### config.mk
export PLATFORM = sky130hd
export DESIGN_NAME = bt_uart_fifo_flat
export DESIGN_NICKNAME = d
export VERILOG_FILES = /design/src/rtl/bt_uart_fifo_if.sv /design/src/rtl/bt_uart_fifo.sv /design/src/flat_wrapper.sv
export SDC_FILE = /design/constraint.sdc
export NUM_CORES = 1
export LEC_CHECK = 0
export BUFFER_PORTS_ARGS = -buffer_cell sky130_fd_sc_hd__buf_4
export CAP_MARGIN = 15
export CORE_ASPECT_RATIO = 1.25
export CORE_MARGIN = 8
export CORE_UTILIZATION = 45
export DETAILED_ROUTE_END_ITERATION = 6
export GPL_ROUTABILITY_DRIVEN = 0
export PLACE_DENSITY = 0.64
export SYNTH_ARGS = -nofsm -noshare
export SYNTH_HDL_FRONTEND = slang
export SYNTH_SLANG_ARGS = --single-unit
### constraint.sdc
create_clock -name clk_in -period 3.7 [get_ports clk_in]
set_input_delay 0.555 -clock clk_in [delete_from_list [all_inputs] [get_ports clk_in]]
set_output_delay 0.555 -clock clk_in [all_outputs]
set_load 0.01 [all_outputs]
### src/rtl/bt_uart_fifo_if.sv
// Byte/serial bundle for bt_uart_fifo: module pins plus the CPU-side FIFO port.
// slave = the UART itself, master = the bus/pin side that talks to it.
// The same widths must be used for the interface and the UART instance.
interface bt_uart_fifo_if #(
  parameter int DATA_BITS = 8
);
  logic                 rx;
  logic                 tx;
  logic [DATA_BITS-1:0] din;
  logic                 enable;
  logic                 tx_full;
  logic                 busy;
  logic                 done;
  logic [DATA_BITS-1:0] dout;
  logic                 rd;
  logic                 avail;
  logic                 overrun;
  logic                 frame_err;
  logic                 parity_err;

  modport slave (
    input  rx, din, enable, rd,
    output tx, tx_full, busy, done, dout, avail, overrun, frame_err, parity_err
  );

  modport master (
    output rx, din, enable, rd,
    input  tx, tx_full, busy, done, dout, avail, overrun, frame_err, parity_err
  );
endinterface

### src/rtl/bt_uart_fifo.sv
// UART with built-in baud divider, optional parity and first-word-fall-through TX/RX FIFOs.
// Latency: enable to start bit 2 cycles; stop-bit sample to avail 1 cycle.
// Backpressure: pushes are dropped while tx_full; received frames are dropped (overrun) while the RX FIFO is full.
module bt_uart_fifo #(
  parameter int CLK_HZ     = 50000000,
  parameter int BAUD       = 9600,
  parameter int DATA_BITS  = 8,
  parameter int PARITY     = 0,
  parameter int FIFO_DEPTH = 16
) (
  input logic          clk_in,
  input logic          reset,
  bt_uart_fifo_if.slave bus
);
  localparam int DIV  = CLK_HZ / BAUD;
  localparam int HALF = DIV / 2;
  localparam int CW   = $clog2(DIV);
  localparam int BW   = $clog2(DATA_BITS);
  localparam int AW   = $clog2(FIFO_DEPTH);
  localparam logic [CW-1:0] CNT_LAST = CW'(DIV - 1);
  localparam logic [CW-1:0] CNT_HALF = CW'(HALF - 1);
  localparam logic [BW-1:0] BIT_LAST = BW'(DATA_BITS - 1);

  localparam logic [2:0] S_IDLE  = 3'd0;
  localparam logic [2:0] S_START = 3'd1;
  localparam logic [2:0] S_DATA  = 3'd2;
  localparam logic [2:0] S_PAR   = 3'd3;
  localparam logic [2:0] S_STOP  = 3'd4;

  // Two FIFO lanes sharing one implementation: lane 0 = TX, lane 1 = RX.
  logic [1:0]           f_push, f_pop, f_full, f_empty;
  logic [DATA_BITS-1:0] f_wdat [2];
  logic [DATA_BITS-1:0] f_head [2];

  for (genvar g = 0; g < 2; g++) begin : g_fifo
    logic [DATA_BITS-1:0] mem [FIFO_DEPTH];
    logic [AW:0]          wptr, rptr;
    logic                 do_push, do_pop;

    // Extra pointer MSB separates full (MSBs differ) from empty (all equal).
    assign f_empty[g] = (wptr == rptr);
    assign f_full[g]  = (wptr[AW] != rptr[AW]) && (wptr[AW-1:0] == rptr[AW-1:0]);
    assign do_push    = f_push[g] && !f_full[g];
    assign do_pop     = f_pop[g] && !f_empty[g];
    assign f_head[g]  = f_empty[g] ? '0 : mem[rptr[AW-1:0]];

    // Storage write; contents are don't-care until written, so no reset.
    always_ff @(posedge clk_in) begin
      if (do_push) mem[wptr[AW-1:0]] <= f_wdat[g];
    end

    // Pointer advance, wrapping modulo 2*FIFO_DEPTH.
    always_ff @(posedge clk_in or negedge reset) begin
      if (!reset) begin
        wptr <= '0;
        rptr <= '0;
      end else begin
        if (do_push) wptr <= wptr + 1'b1;
        if (do_pop)  rptr <= rptr + 1'b1;
      end
    end
  end

  // ---------------- transmitter ----------------
  logic [2:0]           tx_state;
  logic [CW-1:0]        tx_cnt;
  logic [BW-1:0]        tx_bit;
  logic [DATA_BITS-1:0] tx_sh;
  logic                 tx_par, tx_q, done_q, tx_tick, tx_pop;

  assign tx_tick = (tx_cnt == CNT_LAST);
  // Pop from IDLE, or at the end of STOP so back-to-back frames have no gap.
  assign tx_pop  = !f_empty[0] && ((tx_state == S_IDLE) || ((tx_state == S_STOP) && tx_tick));

  assign f_push[0] = bus.enable;
  assign f_wdat[0] = bus.din;
  assign f_pop[0]  = tx_pop;

  assign bus.tx      = tx_q;
  assign bus.done    = done_q;
  assign bus.tx_full = f_full[0];
  assign bus.busy    = !f_empty[0] || (tx_state != S_IDLE);

  // TX FSM: every non-idle state lasts DIV cycles; tx is registered and resets high.
  always_ff @(posedge clk_in or negedge reset) begin
    if (!reset) begin
      tx_state <= S_IDLE;
      tx_cnt   <= '0;
      tx_bit   <= '0;
      tx_sh    <= '0;
      tx_par   <= 1'b0;
      tx_q     <= 1'b1;
      done_q   <= 1'b0;
    end else begin
      done_q <= 1'b0;
      if ((tx_state == S_IDLE) || tx_tick) tx_cnt <= '0;
      else                                 tx_cnt <= tx_cnt + 1'b1;
      if (tx_pop) begin
        tx_sh    <= f_head[0];
        tx_par   <= (^f_head[0]) ^ (PARITY == 1);
        tx_q     <= 1'b0;
        tx_state <= S_START;
      end
      if (tx_tick) begin
        case (tx_state)
          S_START: begin
            tx_q     <= tx_sh[0];
            tx_sh    <= tx_sh >> 1;
            tx_bit   <= '0;
            tx_state <= S_DATA;
          end
          S_DATA: begin
            if (tx_bit == BIT_LAST) begin
              tx_q     <= (PARITY != 0) ? tx_par : 1'b1;
              tx_state <= (PARITY != 0) ? S_PAR : S_STOP;
            end else begin
              tx_q   <= tx_sh[0];
              tx_sh  <= tx_sh >> 1;
              tx_bit <= tx_bit + 1'b1;
            end
          end
          S_PAR: begin
            tx_q     <= 1'b1;
            tx_state <= S_STOP;
          end
          S_STOP: begin
            done_q <= 1'b1;
            if (f_empty[0]) tx_state <= S_IDLE;
          end
          default: tx_state <= S_IDLE;
        endcase
      end
    end
  end

  // ---------------- receiver ----------------
  logic                 rx_s1, rx_s2, rx_arm, rx_pbit;
  logic [2:0]           rx_state;
  logic [CW-1:0]        rx_cnt;
  logic [BW-1:0]        rx_bit;
  logic [DATA_BITS-1:0] rx_sh;
  logic                 stop_smp, set_ovr, set_fe, set_pe;
  logic                 ovr_q, fe_q, pe_q;

  assign stop_smp = (rx_state == S_STOP) && (rx_cnt == CNT_LAST);
  assign set_ovr  = stop_smp && f_full[1];
  assign set_fe   = stop_smp && !rx_s2;
  assign set_pe   = stop_smp && (PARITY != 0) && (((^rx_sh) ^ rx_pbit) != (PARITY == 1));

  assign f_push[1] = stop_smp && !f_full[1];
  assign f_wdat[1] = rx_sh;
  assign f_pop[1]  = bus.rd;

  assign bus.avail      = !f_empty[1];
  assign bus.dout       = f_head[1];
  assign bus.overrun    = ovr_q;
  assign bus.frame_err  = fe_q;
  assign bus.parity_err = pe_q;

  // Two-flop synchronizer for the asynchronous rx pin (idle high).
  always_ff @(posedge clk_in or negedge reset) begin
    if (!reset) begin
      rx_s1 <= 1'b1;
      rx_s2 <= 1'b1;
    end else begin
      rx_s1 <= bus.rx;
      rx_s2 <= rx_s1;
    end
  end

  // RX FSM: half-bit wait validates the start bit, then one sample per DIV cycles.
  // rx_arm requires the line to be seen high before a falling edge counts.
  always_ff @(posedge clk_in or negedge reset) begin
    if (!reset) begin
      rx_state <= S_IDLE;
      rx_cnt   <= '0;
      rx_bit   <= '0;
      rx_sh    <= '0;
      rx_pbit  <= 1'b0;
      rx_arm   <= 1'b0;
    end else begin
      rx_cnt <= rx_cnt + 1'b1;
      case (rx_state)
        S_IDLE: begin
          rx_cnt <= '0;
          if (rx_s2) rx_arm <= 1'b1;
          else if (rx_arm) begin
            rx_arm   <= 1'b0;
            rx_state <= S_START;
          end
        end
        S_START: if (rx_cnt == CNT_HALF) begin
          rx_cnt   <= '0;
          rx_bit   <= '0;
          rx_state <= rx_s2 ? S_IDLE : S_DATA;
        end
        S_DATA: if (rx_cnt == CNT_LAST) begin
          rx_cnt <= '0;
          rx_sh  <= {rx_s2, rx_sh[DATA_BITS-1:1]};
          rx_bit <= rx_bit + 1'b1;
          if (rx_bit == BIT_LAST) rx_state <= (PARITY != 0) ? S_PAR : S_STOP;
        end
        S_PAR: if (rx_cnt == CNT_LAST) begin
          rx_cnt   <= '0;
          rx_pbit  <= rx_s2;
          rx_state <= S_STOP;
        end
        S_STOP: if (rx_cnt == CNT_LAST) begin
          rx_cnt   <= '0;
          rx_state <= S_IDLE;
        end
        default: rx_state <= S_IDLE;
      endcase
    end
  end

  // Sticky error flags: a new error beats a simultaneous rd clear.
  always_ff @(posedge clk_in or negedge reset) begin
    if (!reset) begin
      ovr_q <= 1'b0;
      fe_q  <= 1'b0;
      pe_q  <= 1'b0;
    end else begin
      if (set_ovr)     ovr_q <= 1'b1;
      else if (bus.rd) ovr_q <= 1'b0;
      if (set_fe)      fe_q  <= 1'b1;
      else if (bus.rd) fe_q  <= 1'b0;
      if (set_pe)      pe_q  <= 1'b1;
      else if (bus.rd) pe_q  <= 1'b0;
    end
  end
endmodule

### src/flat_wrapper.sv
// flat-port wrapper written by rule: the top's interface ports become plain ports
module bt_uart_fifo_flat 
#(
  parameter int CLK_HZ     = 50000000,
  parameter int BAUD       = 9600,
  parameter int DATA_BITS  = 8,
  parameter int PARITY     = 0,
  parameter int FIFO_DEPTH = 16
)
  (clk_in, reset, bus_rx, bus_din, bus_enable, bus_rd, bus_tx, bus_tx_full, bus_busy, bus_done, bus_dout, bus_avail, bus_overrun, bus_frame_err, bus_parity_err);
  bt_uart_fifo_if #(.DATA_BITS(DATA_BITS)) bus_i ();
  input logic clk_in;
  input logic reset;
  input wire logic [$bits(bus_i.rx)-1:0] bus_rx;
  input wire logic [$bits(bus_i.din)-1:0] bus_din;
  input wire logic [$bits(bus_i.enable)-1:0] bus_enable;
  input wire logic [$bits(bus_i.rd)-1:0] bus_rd;
  output wire logic [$bits(bus_i.tx)-1:0] bus_tx;
  output wire logic [$bits(bus_i.tx_full)-1:0] bus_tx_full;
  output wire logic [$bits(bus_i.busy)-1:0] bus_busy;
  output wire logic [$bits(bus_i.done)-1:0] bus_done;
  output wire logic [$bits(bus_i.dout)-1:0] bus_dout;
  output wire logic [$bits(bus_i.avail)-1:0] bus_avail;
  output wire logic [$bits(bus_i.overrun)-1:0] bus_overrun;
  output wire logic [$bits(bus_i.frame_err)-1:0] bus_frame_err;
  output wire logic [$bits(bus_i.parity_err)-1:0] bus_parity_err;
  assign bus_i.rx = bus_rx;
  assign bus_i.din = bus_din;
  assign bus_i.enable = bus_enable;
  assign bus_i.rd = bus_rd;
  assign bus_tx = bus_i.tx;
  assign bus_tx_full = bus_i.tx_full;
  assign bus_busy = bus_i.busy;
  assign bus_done = bus_i.done;
  assign bus_dout = bus_i.dout;
  assign bus_avail = bus_i.avail;
  assign bus_overrun = bus_i.overrun;
  assign bus_frame_err = bus_i.frame_err;
  assign bus_parity_err = bus_i.parity_err;
  bt_uart_fifo #(.CLK_HZ(CLK_HZ), .BAUD(BAUD), .DATA_BITS(DATA_BITS), .PARITY(PARITY), .FIFO_DEPTH(FIFO_DEPTH)) u_core (.clk_in(clk_in), .reset(reset), .bus(bus_i));
endmodule
==> flow_summary.toml, run 1 <==
[status]
status = "finished, final reports clean"

[timing]
rsz0062_at_grt = "false"
fin_crit_sh_pct = 91.8
min_period_ns = 3.40
worst_slack_ns = 0.302
finalSetupViolCount = 0
whs_ns = 0.155
hold_violations = 0
fmax_mhz = 294
slew_violations = 0
tns_ns = 0
slew_headroom_pct = 37.0
worstMarginPinSlew_ns = 0.944
fin_skew_ns = 0.0156

[critical_path]
rrSetupSlack_ns = 0.72
crit_top_cell = "mux4_2"
r2r_cells = 5
cp.required_ns = 3.14
crit_end = "bus_dout[5]"
r2r-start = "u_core.rx_cnt[0]$_DFF_PN0_"
crit_fanout = 21
r2r-end = "u_core.g_fifo[1].mem[4][1]$_DFFE_PP_"
crit_family = "multiplexers"
slowest_stage = "dfrtp_2"
worstSetupPathType = "reg -> out"
worst_setup_path_start_kind = "flip-flop"
path_cells = "buf_12 -> mux4_2 -> mux4_2 -> and2_1 -> buf_4"
cp.arrival_ns = 2.84
crit_start = "u_core.g_fifo[1].rptr[0]$_DFFE_PN0P_"
worst-path-buf-inv = 2
critical_path_depth = 5
setup.worst_path.end_class = "output pin"
slowest_delay_ns = 0.71

[clock_tree]
root_buffer = "clkbuf_16"
cts-resized-gates = 0
clk_pin_slew_ns = 0.06
cts_setup_buffers = 0
cts_buffer_depth = 3
tritoncts = "done"
cts_made_buffers = 34
ctsHoldBuffers = 0
clk-insertion-delay-late_ns = 0.51
clock-sinks = 337
htreeDepth = 2

[final_layout]
design_area_mm2 = 0.0158
syn2layout_area_growth_pct = 13.4
diodes = 0
nets = 901
drive_gt1_share_pct = 21.4

[die]
start_util_pct = 45.3
dieArea_mm2 = 0.0369
die_h_um = 213
rows = 72
pin_count = 29
core_area_mm2 = 0.0307
fp.dieW_um = 173

[run]
max-cap-violations = 0

[yosys]
yosys_warnings = 0
ys_ff_latch = 337
synth_nets = 853
synth-seq-area-share_pct = 69.8
async_flop_share_pct = 24.0
synth.avg_cell_area_um2 = 16.9
synth_flop_cell = "edfxtp_1"
synth_edf_count = 256
syn-cell-area_mm2 = 0.0139
netlist_instances = 824
synth.distinct_cells = 51

[pwr]
power_density_mw_per_mm2 = 525
peakVddDrop_mv = 0.438
p_leak_nw = 5.24

[place]
port-buffer-count = 27
dpl_cell_area_mm2 = 0.0147
dp.final_hpwl_mm = 17.3
place_ws_ns = 0.759

[grt]
grt_pass1_wl_mm = 41.9
grt_antenna_before_repair = 0
grt_max_degree = 70
grt_pass1_vias = 7243
grt_use_total_pct = 14.6
overflow = 0

[route]
drt_pass1_iterations = 4
ant_nets = 0
num_vias = 7141
wire_per_inst_um = 20.5
via_per_inst = 5.48
drt_iter0_drc = 447
drcViolationCount = 0
wl_mm = 26.7

[min_path]
hp-class = "in -> async"
-- per-layer routing --
layer | GRT usage (%) | part of all wire [%] | up-vias
met1 | 18.0 | 42 | 3683
met3 | 2.37 | 3.5 | 41
met5 | 0 | 0 | -
met4 | 5.87 | 3.0 | 0
li1 | - | - | 3305
met2 | 25.5 | 51 | 112
-- sequential cells by signal, indices dropped and copies added, names as in the netlist, 3 cells and up --
register	flops
u_core.rx_state	3
u_core.rx_cnt	13
u_core.tx_bit	3
u_core.tx_cnt	13
u_core.g_fifo.wptr	10
u_core.rx_bit	3
u_core.tx_state	3
u_core.g_fifo.mem	256
u_core.tx_sh	8
u_core.g_fifo.rptr	10
u_core.rx_sh	8
-- cell type report --
cell class,instances,area (um2)
clock buffers,46,960
clock inverters,15,133
fillers,2480,14900
inverters,16,60.1
multi-input cells,430,4000
flip-flops and latches,337,9720
well taps,407,509
repair buffers,53,410
-- cells in the mapped netlist, types with 9 or more instances --
library cell | number | area [um2]
o21ai_0 | 16 | 80.1
mux4_2 | 66 | 1490
nand3_1 | 25 | 125
mux2_2 | 12 | 135
edfxtp_1 | 256 | 7690
and3_1 | 20 | 125
xnor2_1 | 32 | 280
o21a_1 | 9 | 67.6
nand2_1 | 39 | 146
nor2_1 | 41 | 154
a21oi_1 | 11 | 55.1
inv_1 | 16 | 60.1
nor3_1 | 11 | 55.1
dfrtp_1 | 78 | 1950
mux2i_1 | 15 | 150
nand4_1 | 10 | 62.6
xor2_1 | 17 | 149
clkbuf_1 | 27 | 101
buf_2 | 10 | 50.1
ha_1 | 16 | 200
and2_1 | 13 | 81.3
-- worst min-delay path by stage --
stage                           start                               end  slack (ns)  cells after the start
5_1_grt                        bus_rx            u_core.rx_s1$_DFF_PN1_        0.14                      1
3_3_place_gp   u_core.rx_s1$_DFF_PN1_            u_core.rx_s2$_DFF_PN1_        0.35                      0
4_1_cts                        bus_rx            u_core.rx_s1$_DFF_PN1_        0.13                      1
3_5_place_dp   u_core.rx_s1$_DFF_PN1_            u_core.rx_s2$_DFF_PN1_        0.35                      0
6_report                        reset  u_core.bus.frame_err$_DFFE_PN0P_        0.16                      1
2_1_floorplan                   reset         u_core.bus.done$_DFF_PN0_        0.26                      0
-- worst register-to-register path, stage by stage, from the launching register on --
cell       delay, ns
dfrtp_1         0.39
ha_1            0.27
nand4bb_1       0.21
or3_1           0.39
a211oi_2        0.75
and3_1          0.60
-- report_power, final --
part	switching, mW	leakage [nW]	internal (mW)	total [mW]
combinational	0.326	1.62	0.241	0.567
clock	1.37	0.527	1.97	3.34
sequential	0.132	3.10	4.25	4.38
-- through the flow --
step / power (mW) / std cells / util [%]
after floorplan: 4.80 / 824 / -
after global placement: 5.02 / 1243 / 47.8
after detailed placement: 5.04 / 1243 / 47.8
after CTS: 8.38 / 1304 / 51.4
after global routing: 8.59 / 1304 / 51.4
final: 8.29 / 1304 / 51.4
-- logic make-up (layout without fill, tap and decap cells) --
| group | Yosys count | after routing | synth area share, % |
|---|---|---|---|
| and+or+nand+nor | 199 | 199 | 7.62 |
| buffers and inverters | 57 | 130 | 1.68 |
| muxes | 93 | 93 | 12.7 |
| DFF | 337 | 337 | 69.8 |
| adders and majority gates | 16 | 16 | 1.44 |
| AOI/OAI and AO/OA | 72 | 72 | 3.65 |
| xor gates and xnor gates | 49 | 49 | 3.08 |
| other | 1 | 1 | 0.0269 |
-- cell usage in the layout, fill, tap and decap left out, types with 6 or more instances in the layout --
| cell type | netlist | final |
|---|---|---|
| buf_4 | 2 | 52 |
| ha_1 | 16 | 16 |
| o21a_1 | 9 | 9 |
| mux4_2 | 66 | 66 |
| clkinv_1 | 0 | 8 |
| nor3_1 | 11 | 11 |
| edfxtp_1 | 256 | 256 |
| a221oi_1 | 7 | 7 |
| nor2_1 | 41 | 41 |
| nand3_1 | 25 | 25 |
| and3_1 | 20 | 20 |
| clkbuf_1 | 27 | 9 |
| o21ai_0 | 16 | 16 |
| dfrtp_1 | 78 | 76 |
| inv_1 | 16 | 16 |
| clkbuf_16 | 0 | 37 |
| nand4_1 | 10 | 10 |
| xor2_1 | 17 | 17 |
| nand2_1 | 39 | 39 |
| nand2b_1 | 6 | 6 |
| o211ai_1 | 7 | 7 |
| and2_1 | 13 | 13 |
| nor3b_1 | 7 | 7 |
| mux2i_1 | 15 | 15 |
| a21oi_1 | 11 | 11 |
| a32oi_1 | 7 | 7 |
| mux2_2 | 12 | 12 |
| xnor2_1 | 32 | 32 |
Power figures use the tool's default switching activity.
==> inputs of run 2 (changes only) <==
--- a/config.mk
+++ b/config.mk
@@ -5,6 +5,7 @@
 export SDC_FILE = /design/constraint.sdc
 export NUM_CORES = 1
 export LEC_CHECK = 0
+export ABC_AREA = 1
 export BUFFER_PORTS_ARGS = -buffer_cell sky130_fd_sc_hd__buf_4
 export CAP_MARGIN = 15
 export CORE_ASPECT_RATIO = 1.25
==> flow_summary.toml, run 2 <==
[route]
drt_pass1_iterations = 5
via_per_inst = 5.16
drcViolationCount = 0
wl_mm = 32.3
ant_nets = 0
wire_per_inst_um = 17.1
num_vias = 9763
drt_iter0_drc = 761

[pwr]
power_density_mw_per_mm2 = 581
peakVddDrop_mv = 0.398
total_power_mw = 9.53
p_leak_nw = 6.27

[yosys]
async_flop_share_pct = 24.0
synth_top_area_share_pct = 52.0
ys_ff_latch = 337
netlist_instances = 1430
synth.avg_cell_area_um2 = 10.3
synth_nets = 1459
synth_flop_cell = "edfxtp_1"
synth.distinct_cells = 43
synth_area_leaders = "edfxtp_1, dfrtp_1, nand2_1"
syn-cell-area_mm2 = 0.0148
yosys_warnings = 0
synth.most_common_cell = "nand2_1"
synth-seq-area-share_pct = 65.7
synthTopCellsByCount = "nand2_1, edfxtp_1, nor2_1, inv_1, o21ai_0"
synth_edf_count = 256
yosys.area.top_type = "edfxtp_1"

[critical_path]
rrSetupSlack_ns = 0.84
r2r-start = "u_core.g_fifo[1].rptr[1]$_DFFE_PN0P_"
crit_start = "u_core.g_fifo[1].rptr[1]$_DFFE_PN0P_"
worst_setup_path_start_kind = "flip-flop"
crit_end = "bus_dout[3]"
slowest_delay_ns = 1.07
critical_path_depth = 6
worstSetupPathType = "reg -> out"
worst-path-buf-inv = 2
r2r-end = "u_core.g_fifo[1].mem[13][5]$_DFFE_PP_"
crit_family = "flip-flops"
slowest_stage = "dfrtp_2"
r2r_cells = 7
cp.arrival_ns = 2.70
crit_fanout = 68
cp.required_ns = 3.14
path_cells = "xor2_1 -> nor2_1 -> nand3_1 -> inv_1 -> a31oi_1 -> buf_4"
setup.worst_path.end_class = "output pin"

[final_layout]
nets = 1475
syn2layout_area_growth_pct = 10.9
multiInputGateArea_mm2 = 0.00422
diodes = 0
final_cell_mix = "nand2_1, edfxtp_1, nor2_1"
fill_cells = 2917
drive_gt1_share_pct = 8.42
largest_reg_flops = 256
postLayoutCoreUtil_pct = 50.4
seqCellArea_mm2 = 0.00972
design_area_mm2 = 0.0164
final_common_cell = "nand2_1"

[clock_tree]
cts_setup_buffers = 0
tritoncts = "done"
cts_made_buffers = 35
htreeDepth = 2
clk_pin_slew_ns = 0.06
clock-sinks = 337
cts_buffer_depth = 3
root_buffer = "clkbuf_16"
ctsHoldBuffers = 0
clk-insertion-delay-late_ns = 0.53
cts-resized-gates = 0

[die]
start_util_pct = 45.5
pin_count = 29
dieArea_mm2 = 0.0389
core_area_mm2 = 0.0325
fp.dieW_um = 178
die_h_um = 219
rows = 74

[timing]
slew_headroom_pct = 28.3
slew_violations = 0
finalSetupViolCount = 0
hold_violations = 0
fmax_mhz = 307
worst_slack_ns = 0.443
fin_skew_ns = 0.0279
worstMarginPinSlew_ns = 1.08
fin_crit_sh_pct = 88.0
tns_ns = 0
min_period_ns = 3.26
rsz0062_at_grt = "false"

[place]
place_ws_ns = 0.838
port-buffer-count = 27
dpl_cell_area_mm2 = 0.0153
dp.final_hpwl_mm = 20.9

[grt]
overflow = 0
met2_usage_pct = 30.4
grt_use_total_pct = 17.1
grt_max_degree = 82
grt_use_met1_pct = 20.5
grt_busiest_layer = "met2"
met3_usage_pct = 2.31
grt_pass1_vias = 9927
grt_antenna_before_repair = 0
grt_pass1_wl_mm = 52.3

[min_path]
hp-class = "in -> reg"

[run]
max-cap-violations = 0

[status]
status = "finished, final reports clean"
run 2: changes by cell type in the layout (fill, tap and decap cells not counted), moves of 15 or more:
cell,before,now
mux2i_1,15,0
buf_4,52,34
nand2_1,39,286
mux4_2,66,0
nor2_1,41,254
xnor2_1,32,4
o21ai_0,16,97
o32ai_1,1,19
nand3_1,25,78
and3_1,20,0
inv_1,16,138
run 2: worst min path at each step:
stage / startpoint / to / slack [ns] / cells past startpoint
after global placement: u_core.rx_s1$_DFF_PN1_ / u_core.rx_s2$_DFF_PN1_ / 0.35 / 0
final: bus_rx / u_core.rx_s1$_DFF_PN1_ / 0.15 / 1
after detailed placement: u_core.rx_s1$_DFF_PN1_ / u_core.rx_s2$_DFF_PN1_ / 0.35 / 0
after global routing: bus_rx / u_core.rx_s1$_DFF_PN1_ / 0.12 / 1
after CTS: bus_rx / u_core.rx_s1$_DFF_PN1_ / 0.13 / 1
after floorplan: reset / u_core.bus.done$_DFF_PN0_ / 0.26 / 0
run 2: per-stage QoR:
stage	instances	hold slack, ns
6_report	1891	0.151
5_1_grt	1891	0.125
4_1_cts	1891	0.131
3_5_place_dp	1827	0.349
3_3_place_gp	1827	0.346
2_1_floorplan	1430	0.259
run 2: final cells by class:
cell class                      count  area share [%]
Sequential cell                   337            59.3
Multi-Input combinational cell    885            25.8
Clock buffer                       45            5.89
Inverter                          153            3.51
Tap cell                          418            3.19
Timing Repair Buffer               34            1.56
Clock inverter                     19           0.794
run 2: metal layers:
layer | part of all wire [%] | wire (um)
met1 | 41 | 13300
met2 | 51 | 16600
met3 | 4.0 | 1300
met4 | 3.5 | 1130
met5 | 0 | 0
run 2: kinds of logic (layout without fill, tap and decap cells):
kind of cell               count (synthesis)  in the layout  share of synthesized area, %
AOI/OAI and AO/OA                        171            171                          6.76
xor gates and xnor gates                  27             27                          1.60
adders and majority gates                 16             16                          1.35
buffers and inverters                    208            251                          5.69
DFF                                      337            337                          65.7
other                                      1              1                        0.0254
and+or+nand+nor                          670            670                          18.8
run 2: power breakdown:
part           internal (mW)  total (mW)  switching (mW)  leakage (nW)
Clock                   1.92        3.34            1.42         0.541
Sequential              4.29        4.53           0.240          3.09
Combinational          0.559        1.66            1.10          2.63
Total                   6.77        9.53            2.76          6.27
run 2: worst register-to-register path, cell delays in order (launching register included):
cell and delay [ns]:
dfrtp_2 1.07, xor2_1 0.20, nor2_1 0.08, nand3b_1 0.16
nand2_2 0.10, clkinv_2 0.10, nand2_1 0.20, nor2_1 0.60
